<file path="src/rtl/mem_port_arbiter.sv">
// Round-robin arbiter sharing one byte-addressed memory port between instruction-fetch (I) and load/store (D).
// Optional per-port grant counters are enabled by defining ARB_PERF_CNT_EN.
module mem_port_arbiter #(
    parameter logic [31:0] pMemBytes   = 32'd176,
    parameter logic        pFirstGrant = 1'b0,
    parameter int          pCntWidth   = 16
) (
    input  logic        iwClk,
    input  logic        iwRst,
    input  logic        iwIReqValid,
    output logic        owIReqReady,
    input  logic [31:0] iwIReqAddr,
    output logic        owIRspValid,
    output logic [31:0] orIRspData,
    output logic        owIRspErr,
    input  logic        iwIRspReady,
    input  logic        iwDReqValid,
    output logic        owDReqReady,
    input  logic [31:0] iwDReqAddr,
    input  logic [31:0] iwDReqWData,
    input  logic [3:0]  iwDReqWstrb,
    output logic        owDRspValid,
    output logic [31:0] orDRspData,
    output logic        owDRspErr,
    input  logic        iwDRspReady,
    output logic [31:0] owMemReadAddr,
    output logic [31:0] owMemWriteAddr,
    output logic [31:0] owMemWriteData,
    output logic [3:0]  owMemWstrb,
    input  logic [31:0] iwMemReadData
`ifdef ARB_PERF_CNT_EN
    ,
    output logic [pCntWidth-1:0] orIGrantCnt,
    output logic [pCntWidth-1:0] orDGrantCnt
`endif
);

    logic        ptr_q, ptr_d;
    logic        i_rsp_valid_q, i_rsp_valid_d;
    logic        i_rsp_err_q, i_rsp_err_d;
    logic [31:0] i_rsp_data_q, i_rsp_data_d;
    logic        d_rsp_valid_q, d_rsp_valid_d;
    logic        d_rsp_err_q, d_rsp_err_d;
    logic [31:0] d_rsp_data_q, d_rsp_data_d;

    logic i_elig, d_elig;
    logic grant_i, grant_d;
    logic i_legal, d_legal;

    // A port may take a new grant only if its response slot is empty or being drained this cycle.
    always_comb begin
        i_elig  = iwIReqValid && (!i_rsp_valid_q || iwIRspReady);
        d_elig  = iwDReqValid && (!d_rsp_valid_q || iwDRspReady);
        grant_i = !iwRst && i_elig && (!d_elig || !ptr_q);
        grant_d = !iwRst && d_elig && (!i_elig || ptr_q);
        // 33-bit sums so addresses near 2^32 cannot wrap back into range.
        i_legal = ({1'b0, iwIReqAddr} + 33'd3) < {1'b0, pMemBytes};
        d_legal = ({1'b0, iwDReqAddr} + 33'd3) < {1'b0, pMemBytes};
    end

    assign owIReqReady = grant_i;
    assign owDReqReady = grant_d;

    always_comb begin
        owMemReadAddr  = 32'h0;
        owMemWriteData = 32'h0;
        owMemWstrb     = 4'h0;
        if (grant_i) begin
            owMemReadAddr = iwIReqAddr;
        end else if (grant_d) begin
            owMemReadAddr  = iwDReqAddr;
            owMemWriteData = iwDReqWData;
            owMemWstrb     = d_legal ? iwDReqWstrb : 4'h0;
        end
        owMemWriteAddr = owMemReadAddr;
    end

    always_comb begin
        ptr_d = ptr_q;
        if (grant_i) begin
            ptr_d = 1'b1;
        end else if (grant_d) begin
            ptr_d = 1'b0;
        end
    end

    always_comb begin
        i_rsp_valid_d = i_rsp_valid_q;
        i_rsp_err_d   = i_rsp_err_q;
        i_rsp_data_d  = i_rsp_data_q;
        if (grant_i) begin
            i_rsp_valid_d = 1'b1;
            i_rsp_err_d   = !i_legal;
            i_rsp_data_d  = i_legal ? iwMemReadData : 32'h0;
        end else if (iwIRspReady) begin
            i_rsp_valid_d = 1'b0;
        end
    end

    always_comb begin
        d_rsp_valid_d = d_rsp_valid_q;
        d_rsp_err_d   = d_rsp_err_q;
        d_rsp_data_d  = d_rsp_data_q;
        if (grant_d) begin
            d_rsp_valid_d = 1'b1;
            d_rsp_err_d   = !d_legal;
            d_rsp_data_d  = d_legal ? iwMemReadData : 32'h0;
        end else if (iwDRspReady) begin
            d_rsp_valid_d = 1'b0;
        end
    end

    always_ff @(posedge iwClk or posedge iwRst) begin
        if (iwRst) begin
            ptr_q         <= pFirstGrant;
            i_rsp_valid_q <= 1'b0;
            i_rsp_err_q   <= 1'b0;
            i_rsp_data_q  <= 32'h0;
            d_rsp_valid_q <= 1'b0;
            d_rsp_err_q   <= 1'b0;
            d_rsp_data_q  <= 32'h0;
        end else begin
            ptr_q         <= ptr_d;
            i_rsp_valid_q <= i_rsp_valid_d;
            i_rsp_err_q   <= i_rsp_err_d;
            i_rsp_data_q  <= i_rsp_data_d;
            d_rsp_valid_q <= d_rsp_valid_d;
            d_rsp_err_q   <= d_rsp_err_d;
            d_rsp_data_q  <= d_rsp_data_d;
        end
    end

    assign owIRspValid = i_rsp_valid_q;
    assign owIRspErr   = i_rsp_err_q;
    assign orIRspData  = i_rsp_data_q;
    assign owDRspValid = d_rsp_valid_q;
    assign owDRspErr   = d_rsp_err_q;
    assign orDRspData  = d_rsp_data_q;

`ifdef ARB_PERF_CNT_EN
    localparam logic [pCntWidth-1:0] CntOne = {{(pCntWidth-1){1'b0}}, 1'b1};

    logic [pCntWidth-1:0] i_cnt_q, i_cnt_d;
    logic [pCntWidth-1:0] d_cnt_q, d_cnt_d;

    // Counters stick at all-ones rather than wrapping.
    always_comb begin
        i_cnt_d = i_cnt_q;
        d_cnt_d = d_cnt_q;
        if (grant_i && (i_cnt_q != '1)) begin
            i_cnt_d = i_cnt_q + CntOne;
        end
        if (grant_d && (d_cnt_q != '1)) begin
            d_cnt_d = d_cnt_q + CntOne;
        end
    end

    always_ff @(posedge iwClk or posedge iwRst) begin
        if (iwRst) begin
            i_cnt_q <= '0;
            d_cnt_q <= '0;
        end else begin
            i_cnt_q <= i_cnt_d;
            d_cnt_q <= d_cnt_d;
        end
    end

    assign orIGrantCnt = i_cnt_q;
    assign orDGrantCnt = d_cnt_q;
`endif

endmodule

</file>
<file path="config.mk">
export PLATFORM = sky130hd
export DESIGN_NAME = mem_port_arbiter
export DESIGN_NICKNAME = d
export VERILOG_FILES = /design/src/rtl/mem_port_arbiter.sv
export SDC_FILE = /design/constraint.sdc
export NUM_CORES = 1
export LEC_CHECK = 0
export CAP_MARGIN = 5
export CORE_MARGIN = 5
export CORE_UTILIZATION = 38
export CTS_CLUSTER_SIZE = 8
export DETAILED_ROUTE_END_ITERATION = 7
export GPL_ROUTABILITY_DRIVEN = 0
export PLACE_DENSITY = 0.83
export SLEW_MARGIN = 20
export SYNTH_ARGS = -nofsm -noshare
export SYNTH_HDL_FRONTEND = slang
export SYNTH_SLANG_ARGS = --single-unit
</file>
<file path="constraint.sdc">
create_clock -name iwClk -period 4.5 [get_ports iwClk]
set_clock_uncertainty 0.05 [all_clocks]
set_input_delay 0.675 -clock iwClk [delete_from_list [all_inputs] [get_ports iwClk]]
set_output_delay 0.675 -clock iwClk [all_outputs]
set_load 0.03 [all_outputs]
</file>
Yosys cells after proc, flatten, opt, wreduce, memory -nomap -nowiden:

Cells that the tools add are included.

* add/sub/neg operators: 2
* multiply operators: 0
* div/mod/pow operators: 0
* order comparisons: 2
* eq/ne operators: 0
* shift operators: 0
* mux-type cells: 15
* bitwise operators: 0
* reduce and logical (&&, ||, !) cells: 21

Operators by type and width (number)
* $mux 32: 6
* $add 32x2->33 const B: 2
* $lt 33x8->1 const B: 2
* $mux 4: 3
* $logic_not 1->1: 8
* $logic_and 1x1->1: 6
* $mux 1: 6
* $reduce_bool 2->1: 3
* $logic_or 1x1->1: 4

* register bits: 69
* bits in latches: 0
* bits in writable memories: 0
* memory bits (read-only): 0
* bits of input ports: 138
* logic and storage cells: 47
* memories: 0

Logic depth before layout (Yosys ltp):

Gate-level depths: netlist of the first run.

* depth after elaboration: 8
* gate-level depth with buffers: 9
* depth with buffers taken out: 6

Worst setup path after synthesis of the first run:

Ideal clock, no wire load.

* path type: input port to output port
* from: input iwRst
* to: output owMemWriteAddr[28]
* data arrival time: 4098 ps
* slack: -323 ps
* cell stages on the path: 9
* path buffers: 3
* cell sequence: inv_1 > and3_1 > clkbuf_1 > nand2_1 > inv_1 > clkbuf_1 > nand2_1 > o21ai_0 > buf_4

* longest elaborated chain between the ends: 5

RTL lines
* from (decl): line 9 `input logic iwRst,`
* $logic_not 1->1 (no source line)
* $logic_and 1x1->1 (2 in series): line 55 `grant_d = !iwRst && d_elig && (!i_elig || ptr_q);`
* net owDReqReady: line 18 `output logic owDReqReady,`
* $mux 32: line 70 `end else if (grant_d) begin`
* $mux 32: line 68 `if (grant_i) begin`
* to (decl): line 27 `output logic [31:0] owMemWriteAddr,`

The timed path passes the listed nets, and every way through them passes these cells.

Final worst setup path of the first run:

* from: input iwDReqAddr[19]
* to: output owMemWstrb[3]

* longest elaborated chain between the ends: 5

RTL lines
* from (decl): line 19 `input logic [31:0] iwDReqAddr,`
* $add 32x2->33: line 58 `d_legal = ({1'b0, iwDReqAddr} + 33'd3) < {1'b0, pMemBytes};`
* $lt 33x8->1: line 58
* $mux 4: line 73 `owMemWstrb = d_legal ? iwDReqWstrb : 4'h0;`
* $mux 4: line 70
* $mux 4: line 68
* to (decl): line 29 `output logic [3:0] owMemWstrb,`

Every way passes these cells.

==> results of run 1 <==
[cell type report]
cell class / count / area (um^2) / area share (%)
Timing Repair Buffer: 320 / 3150 / 38.9
Multi-Input combinational cell: 348 / 2630 / 32.4
Sequential cell: 69 / 1730 / 21.3
Clock buffer: 10 / 239 / 2.95
Tap cell: 172 / 215 / 2.65
Clock inverter: 6 / 93.8 / 1.16
Inverter: 13 / 52.6 / 0.648
[sequential cells by signal, summed over array words and instances, names as in the netlist]
name and count:
owIRspValid 1, orDRspData 32, ptr_q 1, owDRspErr 1, orIRspData 32, owDRspValid 1, owIRspErr 1
[power by group]
group          leakage [nW]  internal (mW)  switching (mW)
Combinational          2.16          0.268           0.335
Clock                 0.160          0.506           0.291
Sequential            0.949          0.625         0.00243
[Yosys cell counts, types with 3 or more instances]
| library cell | count | area [um^2] |
|---|---|---|
| dfrtp_1 | 69 | 1730 |
| nand2_1 | 52 | 195 |
| nand3_1 | 50 | 250 |
| and3_1 | 40 | 250 |
| buf_4 | 35 | 263 |
| a32o_1 | 32 | 320 |
| o31ai_2 | 30 | 375 |
| a22o_1 | 27 | 236 |
| clkbuf_1 | 22 | 82.6 |
| inv_1 | 13 | 48.8 |
| nand4_1 | 11 | 68.8 |
| nor2_1 | 11 | 41.3 |
| o21ai_0 | 11 | 55.1 |
| buf_6 | 9 | 101 |
| buf_2 | 7 | 35.0 |
| mux2i_1 | 6 | 60.1 |
| nor3_1 | 6 | 30.0 |
| a311o_1 | 5 | 50.1 |
| nor4_2 | 5 | 62.6 |
| a211o_1 | 4 | 35.0 |
| nand2b_1 | 4 | 25.0 |
| or3_1 | 4 | 25.0 |
| a21oi_1 | 3 | 15.0 |
| and2_1 | 3 | 18.8 |
| and4_1 | 3 | 26.3 |
| nor4_4 | 3 | 63.8 |
| xor2_1 | 3 | 26.3 |
[cells in the final DEF (no fill, tap or decap), drive strengths merged, types with 3 or more instances in the layout]
cell           Yosys  layout
o31ai             33      33
buf               52      35
clkbuf            22      10
a21oi              3       3
a211o              4       4
nor3               7       7
nand2             53      53
inv               13      14
nand3             50      50
nor4              10      10
and2               3       3
mux2i              6       6
clkdlybuf4s50      0     285
a311o              5       5
and3              40      40
and4               3       3
dfrtp             69      69
nand2b             4       4
nor2              11      11
o21ai             12      12
nand4             14      14
o2111ai            3       3
xor2               3       3
a32o              32      32
or3                4       4
a22o              27      27
[cell families after synthesis]
| family | share of synthesized area, % |
|---|---|
| AO/OA/AOI/OAI | 26.6 |
| AND/OR/NAND/NOR | 24.6 |
| multiplexers | 1.69 |
| flip-flops | 35.4 |
| buffers and inverters | 11.0 |
| XOR/XNOR | 0.719 |
[routing by layer]
metal	track usage, %	up-vias
li1	-	2414
met1	28.7	2606
met2	43.8	282
met3	8.05	39
met4	8.79	0
met5	0	-
[stage by stage]
step | area, um^2 | power [mW]
finish | 8110 | 2.03
global route | 8110 | 2.10
CTS | 8110 | 2.04
detailed placement | 7770 | 1.24
global placement | 7770 | 1.23
floorplan | 4880 | 0.951
[critical path: cells and delay by family]
kind	cells	cell delay, ns
buffers and inverters	2	0.79
AO/OA/AOI/OAI	1	0.25
AND/OR/NAND/NOR	4	1.21
XOR/XNOR	1	0.28
[how the worst max path moves through the flow]
stage	start	endpoint	slack, ns
after detailed placement	iwDReqAddr[19]	owMemWstrb[3]	0.60
final	iwDReqAddr[19]	owMemWstrb[3]	0.57
after CTS	iwDReqAddr[17]	owMemWstrb[3]	0.58
after global routing	iwDReqAddr[17]	owMemWstrb[1]	0.36
after global placement	iwDReqAddr[19]	owMemWstrb[1]	0.71
after floorplan	iwRst	owMemWriteAddr[28]	0.31
==> metrics.cfg, run 1 <==
[cts]
clk_pin_slew_ns = 0.06
clock-sinks = 69
ctsHoldBuffers = 0
cts-root-buf = clkbuf_16
htree_levels = 3
post_cts.repair.setup_buffers = 0
insertion_delay_ns = 0.32
clk_path_buf_depth = 2
numCtsBuffers = 9
tritoncts = yes
cts_resized = 0

[routing]
drtAntennaViolNets = 0
drc = 0
dr_wl_met3_um = 2090
route.met2.wl_um = 9910
dr.max_layer_used = met4
routed_wl_um = 19900
wl_met1_um = 7370
via_count = 5341
drt_first_pass_iters = 5
drtIter0Drc = 352
wl_per_cell_um = 21.2
viasPerCell = 5.69

[worst_hold_path]
min_from = orDRspData[3]$_DFFE_PP0P_
whs_path_depth = 2
hp-class = flop to flop
min_to = orDRspData[3]$_DFFE_PP0P_

[global_routing]
first_global_vias = 5497
grt_start_max_net_pins = 70
grt_overflow_total = 0
grt_pass1_wl_um = 29800
grt_usage_pct = 25.0
antenna_found_initial = 0

[synth]
syn_inst = 504
synthFlopType = dfrtp_1
synth_cell_types = 54
yosysSeqAreaShare_pct = 35.4
async_reset_ff_share_pct = 100
ys_ff_latch = 69
synth_nets = 642
synth_area_um2 = 4870
avgSynthCellArea_um2 = 9.67
synth-edff-count = 0
yosysWarnings = 0

[setup_path]
cp_slowest_cell = clkdlybuf4s50_1
cpPeakStageDelay_ns = 0.58
cp-end-kind = output port
worstPathCellList = clkdlybuf4s50_1, nand3_1, nor4_4, nand3_1, xor2_1, o2111ai_4, nor4_2, buf_4
regToRegStartpoint = owIRspValid$_DFFE_PP0P_
cp.required_ns = 3.77
reg2reg_slack_ns = 1.86
reg2reg_to = owDRspErr$_DFFE_PP0P_
crit_top_cell = nand3_1
path_class = input pin to output port
worstPathArrival_ns = 3.20
start_kind = input pin
cp_max_fo = 10
r2r_cells = 9

[layout]
final_layout_size_suffix_gt1_share_pct = 13.7
num-fill-cells = 1046
instances_no_fill = 938
area_delta_synth_final_pct = 66.4
diodes = 0
fin_util_pct = 64.2
nets = 899

[place]
placedCellCount = 922
dp_hpwl_um = 15400
dp_slack_ns = 0.601
portBuffers = 307

[timing]
period_share_pct = 87.3
relSlewSlack_pct = 39.7
fin_tns_setup_ns = 0
tightest_slew_ns = 0.905
holdWs_ns = 0.429
max_freq_ghz = 0.255
finalHoldViolations = 0
finalSetupViolations = 0
rsz0062_at_grt = no
slew_violations = 0
fin_ws_ns = 0.571
period_needed_ns = 3.93

[floorplanning]
die_w_um = 123
fp.dieH_um = 123
core_um2 = 12600
initial_core_util_pct = 38.6
rows = 41
ios = 308
die_area_um2 = 15200

[pwr]
powerDensity_nw_per_um2 = 250
ir_drop_mv = 0.192
power_leakage_nw = 3.27

[job]
maxCapViolations = 0

[outcome]
status = finished, final reports clean

(Power assumes the default switching activity.)
==> run 2, diff against run 1 <==
--- a/config.mk
+++ b/config.mk
@@ -11,7 +11,7 @@
 export CTS_CLUSTER_SIZE = 8
 export DETAILED_ROUTE_END_ITERATION = 7
 export GPL_ROUTABILITY_DRIVEN = 0
-export PLACE_DENSITY = 0.83
+export PLACE_DENSITY = 0.84
 export SLEW_MARGIN = 20
 export SYNTH_ARGS = -nofsm -noshare
 export SYNTH_HDL_FRONTEND = slang
==> run 2 against run 1 <==
Net effect: total power is 0.47% lower; combinational power hardly changed; sequential power hardly changed.
==> metrics.cfg, run 2 (synthesized netlist as in run 1, its figures left out) <==
[floorplanning]
ios = 308  ; unchanged
die_w_um = 123  ; unchanged
die_area_um2 = 15200  ; unchanged
rows = 41  ; unchanged
core_um2 = 12600  ; unchanged
initial_core_util_pct = 38.6  ; unchanged
fp.dieH_um = 123  ; unchanged

[routing]
wl_per_cell_um = 21.4  ; was 21.2 um
routed_wl_um = 20100  ; was 19900 um
drtIter0Drc = 305  ; was 352
drtAntennaViolNets = 0  ; unchanged
via_count = 5335  ; was 5341
drt_first_pass_iters = 5  ; unchanged
viasPerCell = 5.68  ; was 5.69
drc = 0  ; unchanged

[cts]
ctsHoldBuffers = 0  ; unchanged
tritoncts = yes  ; unchanged
cts-root-buf = clkbuf_16  ; unchanged
cts_resized = 0  ; unchanged
clk_pin_slew_ns = 0.06  ; about the same
htree_levels = 3  ; unchanged
insertion_delay_ns = 0.32  ; about the same
numCtsBuffers = 9  ; unchanged
clk_path_buf_depth = 2  ; unchanged
clock-sinks = 69  ; unchanged
post_cts.repair.setup_buffers = 0  ; unchanged

[pwr]
seqPwrFrac_pct = 31.1  ; was 30.9%
powerDensity_nw_per_um2 = 249  ; was 250 nW/um^2
power_leakage_nw = 3.26  ; was 3.27 nW
p_sw_uw = 632  ; was 628 uW
combPwrFrac_pct = 29.8  ; about the same
intPower_mw = 1.38  ; was 1.40 mW
switching_share_pct = 31.3  ; was 31.0%
ir_drop_mv = 0.216  ; was 0.192 mV
clkPwrFrac_pct = 39.1  ; was 39.3%

[layout]
layout_commonest_cell = clkdlybuf4s50_1  ; unchanged
num-fill-cells = 1020  ; was 1046
final_layout_size_suffix_gt1_share_pct = 13.6  ; was 13.7%
instances_no_fill = 939  ; was 938
nets = 900  ; was 899
area_delta_synth_final_pct = 66.1  ; was 66.4%
mostFrequentLayoutCells = 287 x clkdlybuf4s50_1, 69 x dfrtp_1, 52 x nand2_1, 50 x nand3_1, 40 x and3_1  ; was 285 x clkdlybuf4s50_1, 69 x dfrtp_1, 52 x nand2_1, 50 x nand3_1, 40 x and3_1
diodes = 0  ; unchanged

[setup_path]
cp.required_ns = 3.77  ; about the same
cp_slowest_cell = clkdlybuf4s50_1  ; unchanged
cp_max_fo = 10  ; unchanged
cp-end-kind = output port  ; unchanged
worstPathArrival_ns = 3.16  ; was 3.20 ns
cpPeakStageDelay_ns = 0.68  ; was 0.58 ns
start_kind = input pin  ; unchanged
worstPathCellList = clkdlybuf4s50_1, nand4_4, nor4_4, nand3_1, xor2_1, o2111ai_4, nor4_2, buf_4  ; was clkdlybuf4s50_1, nand3_1, nor4_4, nand3_1, xor2_1, o2111ai_4, nor4_2, buf_4
path_class = input pin to output port  ; unchanged

[timing]
fin_tns_setup_ns = 0  ; unchanged
finalSetupViolations = 0  ; unchanged
finalHoldViolations = 0  ; unchanged
relSlewSlack_pct = 40.0  ; was 39.7%
slew_violations = 0  ; unchanged
period_needed_ns = 3.89  ; was 3.93 ns
max_freq_ghz = 0.257  ; was 0.255 GHz
rsz0062_at_grt = no  ; unchanged
tightest_slew_ns = 0.900  ; was 0.905 ns
period_share_pct = 86.4  ; was 87.3%

[job]
maxCapViolations = 0  ; unchanged

[global_routing]
grt_start_max_net_pins = 70  ; unchanged
grt_pass1_wl_um = 30100  ; was 29800 um
first_global_vias = 5310  ; was 5497
grt_overflow_total = 0  ; unchanged
grt_usage_pct = 25.3  ; was 25.0%
antenna_found_initial = 0  ; unchanged

[place]
portBuffers = 307  ; unchanged
placedCellCount = 923  ; was 922
dp_hpwl_um = 15500  ; was 15400 um

[outcome]
status = finished, final reports clean  ; unchanged

[worst_hold_path]
hp-class = flop to flop  ; unchanged

run 2: path summary, 6_finish.rpt:
| check | from | endpoint | slack [ns] | cells after the start |
|---|---|---|---|---|
| worst max-delay path | iwDReqAddr[11] | owMemWstrb[2] | 0.61 | 8 |
| worst min-delay path | orDRspData[5]$_DFFE_PP0P_ | orDRspData[5]$_DFFE_PP0P_ | 0.43 | 2 |
| worst max register to register | owDRspValid$_DFFE_PP0P_ | owDRspErr$_DFFE_PP0P_ | 1.98 | 8 |
| worst min register to register | orDRspData[5]$_DFFE_PP0P_ | orDRspData[5]$_DFFE_PP0P_ | 0.43 | 2 |
| max in group asynchronous | iwRst | orIRspData[30]$_DFFE_PP0P_ | 2.78 | 3 |
| min in group asynchronous | iwRst | ptr_q$_DFFE_PP0P_ | 1.00 | 3 |
run 2: stage by stage:
stage          total power [mW]  util [%]  hold WS, ns  worst slack [ns]  cell area (um^2)
2_1_floorplan             0.951         -        0.482             0.308              4880
3_3_place_gp               1.23      61.5        0.410             0.697              7760
3_5_place_dp               1.24      61.5        0.426             0.610              7760
4_1_cts                    2.03      64.1        0.439             0.602              8090
5_1_grt                    2.09      64.1        0.454             0.410              8090
6_report                   2.02      64.1        0.434             0.610              8090
run 2: critical path: cells and delay by family:
| kind | cells | cell delay, ns |
|---|---|---|
| XOR/XNOR | 1 | 0.24 |
| buffers and inverters | 2 | 0.89 |
| AND/OR/NAND/NOR | 4 | 1.10 |
| AO/OA/AOI/OAI | 1 | 0.24 |
run 2: layer usage:
| metal | part of all wire [%] | global-route usage [%] |
|---|---|---|
| met1 | 39 | 31.0 |
| met2 | 50 | 43.9 |
| met3 | 9.3 | 7.18 |
| met4 | 1.4 | 6.37 |
| met5 | 0 | 0 |
run 2: power groups by stage:
| stage | Clock [mW] | Sequential [mW] | Combinational, mW |
|---|---|---|---|
| after floorplan | 0 | 0.643 | 0.309 |
| after global placement | 0 | 0.638 | 0.590 |
| after detailed placement | 0 | 0.639 | 0.599 |
| after CTS | 0.803 | 0.627 | 0.601 |
| after global routing | 0.833 | 0.627 | 0.630 |
| final | 0.789 | 0.627 | 0.601 |
run 2: area by class of cell:
type	instances	area, um^2	area share [%]
well taps	172	215	2.66
multi-input cells	348	2630	32.5
flip-flops and latches	69	1730	21.3
repair buffers	321	3140	38.8
clock buffers	9	225	2.78
inverters	13	52.6	0.649
clock inverters	7	105	1.30
==> run 3, diff against run 2 <==
--- a/config.mk
+++ b/config.mk
@@ -6,6 +6,7 @@
 export NUM_CORES = 1
 export LEC_CHECK = 0
 export CAP_MARGIN = 5
+export CORE_ASPECT_RATIO = 0.7
 export CORE_MARGIN = 5
 export CORE_UTILIZATION = 38
 export CTS_CLUSTER_SIZE = 8
==> run 3 against run 2 <==
Net effect: count of clock-buffer cells in the layout increased by 3; flip-flop and latch count unchanged; core utilization grew 0.65 points; largest cell class unchanged; final cell count shrank 0.96%; global-route usage decreased by 1.1 points; highest routed layer unchanged; total power down 6.7%; wire length is 3.3% lower; maximum frequency down 4.3%; hold slack better by 0.00075 ns; via count increased by 0.75%; sequential share of layout area about the same.
==> metrics.cfg, run 3 (synthesized netlist as in run 1, its figures left out) <==
[global_routing]
grt_overflow_total = 0  ; unchanged
grt_pass1_wl_um = 30000  ; was 30100 um
grt_usage_pct = 24.2  ; was 25.3%
grt_start_max_net_pins = 70  ; unchanged
first_global_vias = 5258  ; was 5310
antenna_found_initial = 0  ; unchanged

[setup_path]
cp.required_ns = 3.77  ; about the same
cp_max_fo = 10  ; unchanged
start_kind = input pin  ; unchanged
worstPathArrival_ns = 3.34  ; was 3.16 ns
cp-end-kind = output port  ; unchanged
r2r_cells = 8  ; unchanged
path_class = input pin to output port  ; unchanged

[cts]
cts-root-buf = clkbuf_16  ; unchanged
clk_pin_slew_ns = 0.05  ; was 0.06 ns
tritoncts = yes  ; unchanged
ctsHoldBuffers = 0  ; unchanged
htree_levels = 3  ; unchanged
clock-sinks = 69  ; unchanged
post_cts.repair.setup_buffers = 0  ; unchanged
numCtsBuffers = 9  ; unchanged
clk_path_buf_depth = 2  ; unchanged
insertion_delay_ns = 0.32  ; about the same
cts_resized = 0  ; unchanged

[pwr]
power_leakage_nw = 3.24  ; was 3.26 nW
ir_drop_mv = 0.190  ; was 0.216 mV
powerDensity_nw_per_um2 = 232  ; was 249 nW/um^2

[floorplanning]
rows = 34  ; was 41
die_area_um2 = 15200  ; about the same
core_um2 = 12500  ; was 12600 um^2
die_w_um = 145  ; was 123 um
ios = 308  ; unchanged
fp.dieH_um = 105  ; was 123 um
initial_core_util_pct = 39.0  ; was 38.6%

[routing]
routed_wl_um = 19400  ; was 20100 um
drc = 0  ; unchanged
viasPerCell = 5.78  ; was 5.68
drt_first_pass_iters = 7  ; was 5
drtAntennaViolNets = 0  ; unchanged
via_count = 5375  ; was 5335
wl_per_cell_um = 20.9  ; was 21.4 um
drtIter0Drc = 354  ; was 305

[place]
dp_hpwl_um = 15500  ; about the same
portBuffers = 307  ; unchanged
dp_slack_ns = 0.442  ; was 0.610 ns
placed_area_um2 = 7820  ; was 7760 um^2

[layout]
nets = 901  ; was 900
area_delta_synth_final_pct = 66.3  ; was 66.1%
layout_commonest_cell = clkdlybuf4s50_1  ; unchanged
final_layout_size_suffix_gt1_share_pct = 12.1  ; was 13.6%
mostFrequentLayoutCells = 298 x clkdlybuf4s50_1, 69 x dfrtp_1, 52 x nand2_1, 50 x nand3_1, 40 x and3_1  ; was 287 x clkdlybuf4s50_1, 69 x dfrtp_1, 52 x nand2_1, 50 x nand3_1, 40 x and3_1
final_cell_area_um2 = 8100  ; was 8090 um^2
diodes = 0  ; unchanged

[outcome]
status = finished, final reports clean  ; unchanged

[timing]
period_needed_ns = 4.06  ; was 3.89 ns
fin_tns_setup_ns = 0  ; unchanged
slew_violations = 0  ; unchanged
fin_ws_ns = 0.436  ; was 0.610 ns
finalHoldViolations = 0  ; unchanged
max_freq_ghz = 0.246  ; was 0.257 GHz
period_share_pct = 90.3  ; was 86.4%
tightest_slew_ns = 0.869  ; was 0.900 ns
rsz0062_at_grt = no  ; unchanged
relSlewSlack_pct = 42.1  ; was 40.0%
finalSetupViolations = 0  ; unchanged

[worst_hold_path]
hp-class = flop to flop  ; unchanged
whs_path_depth = 2  ; unchanged

[job]
maxCapViolations = 0  ; unchanged

## run 3: changes by cell type in the layout (fill, tap and decap cells not counted), sizes merged
| cell | change |
|---|---|
| buf | -10 |
| clkdlybuf4s50 | +11 |
| clkbuf | +3 |
| clkinv | +3 |
| bufinv | -2 |
| inv | -4 |
## run 3: worst paths after layout
| check | start | endpoint | slack (ns) |
|---|---|---|---|
| worst max-delay path | iwDReqAddr[17] | owMemWstrb[3] | 0.44 |
| worst max register to register | owIRspValid$_DFFE_PP0P_ | orIRspData[25]$_DFFE_PP0P_ | 2.00 |
| min in group asynchronous | iwRst | owDRspErr$_DFFE_PP0P_ | 1.01 |
| max in group asynchronous | iwRst | orDRspData[25]$_DFFE_PP0P_ | 2.80 |
| worst min-delay path | orDRspData[29]$_DFFE_PP0P_ | orDRspData[29]$_DFFE_PP0P_ | 0.44 |
| worst min register to register | orDRspData[29]$_DFFE_PP0P_ | orDRspData[29]$_DFFE_PP0P_ | 0.44 |
## run 3: power by group
| part | total [mW] | internal [mW] | switching (mW) |
|---|---|---|---|
| Combinational | 0.604 | 0.268 | 0.337 |
| Sequential | 0.628 | 0.625 | 0.00286 |
| Clock | 0.649 | 0.400 | 0.249 |
| Total | 1.88 | 1.29 | 0.588 |
## run 3: metal layers
layer	global-route usage (%)	wire length (um)	up-vias
met5	0	0	-
met4	7.06	500	0
met3	8.57	1820	36
met2	40.7	9540	277
met1	29.5	7560	2636
li1	-	-	2426
## run 3: worst max-delay path, cell delays in order
cell	delay (ns)
clkdlybuf4s50_1	0.66
nand4_2	0.19
nor4_4	0.61
nand3_1	0.17
xor2_1	0.26
o2111ai_4	0.21
nor4_2	0.39
buf_12	0.17
## run 3: area by class of cell
type	count	area [um^2]
Clock inverter	4	22.5
Multi-Input combinational cell	348	2630
Inverter	13	52.6
Tap cell	162	203
Sequential cell	69	1730
Timing Repair Buffer	322	3210
Fill cell	1011	4410
Clock buffer	12	256
## run 3: per-stage QoR
stage	hold WS (ns)	util, %	std cells	total power [mW]
final	0.435	64.8	930	1.88
after global routing	0.457	64.8	930	1.96
after CTS	0.437	64.8	930	1.90
after detailed placement	0.425	62.5	914	1.24
after global placement	0.418	62.5	914	1.23
after floorplan	0.482	-	504	0.951
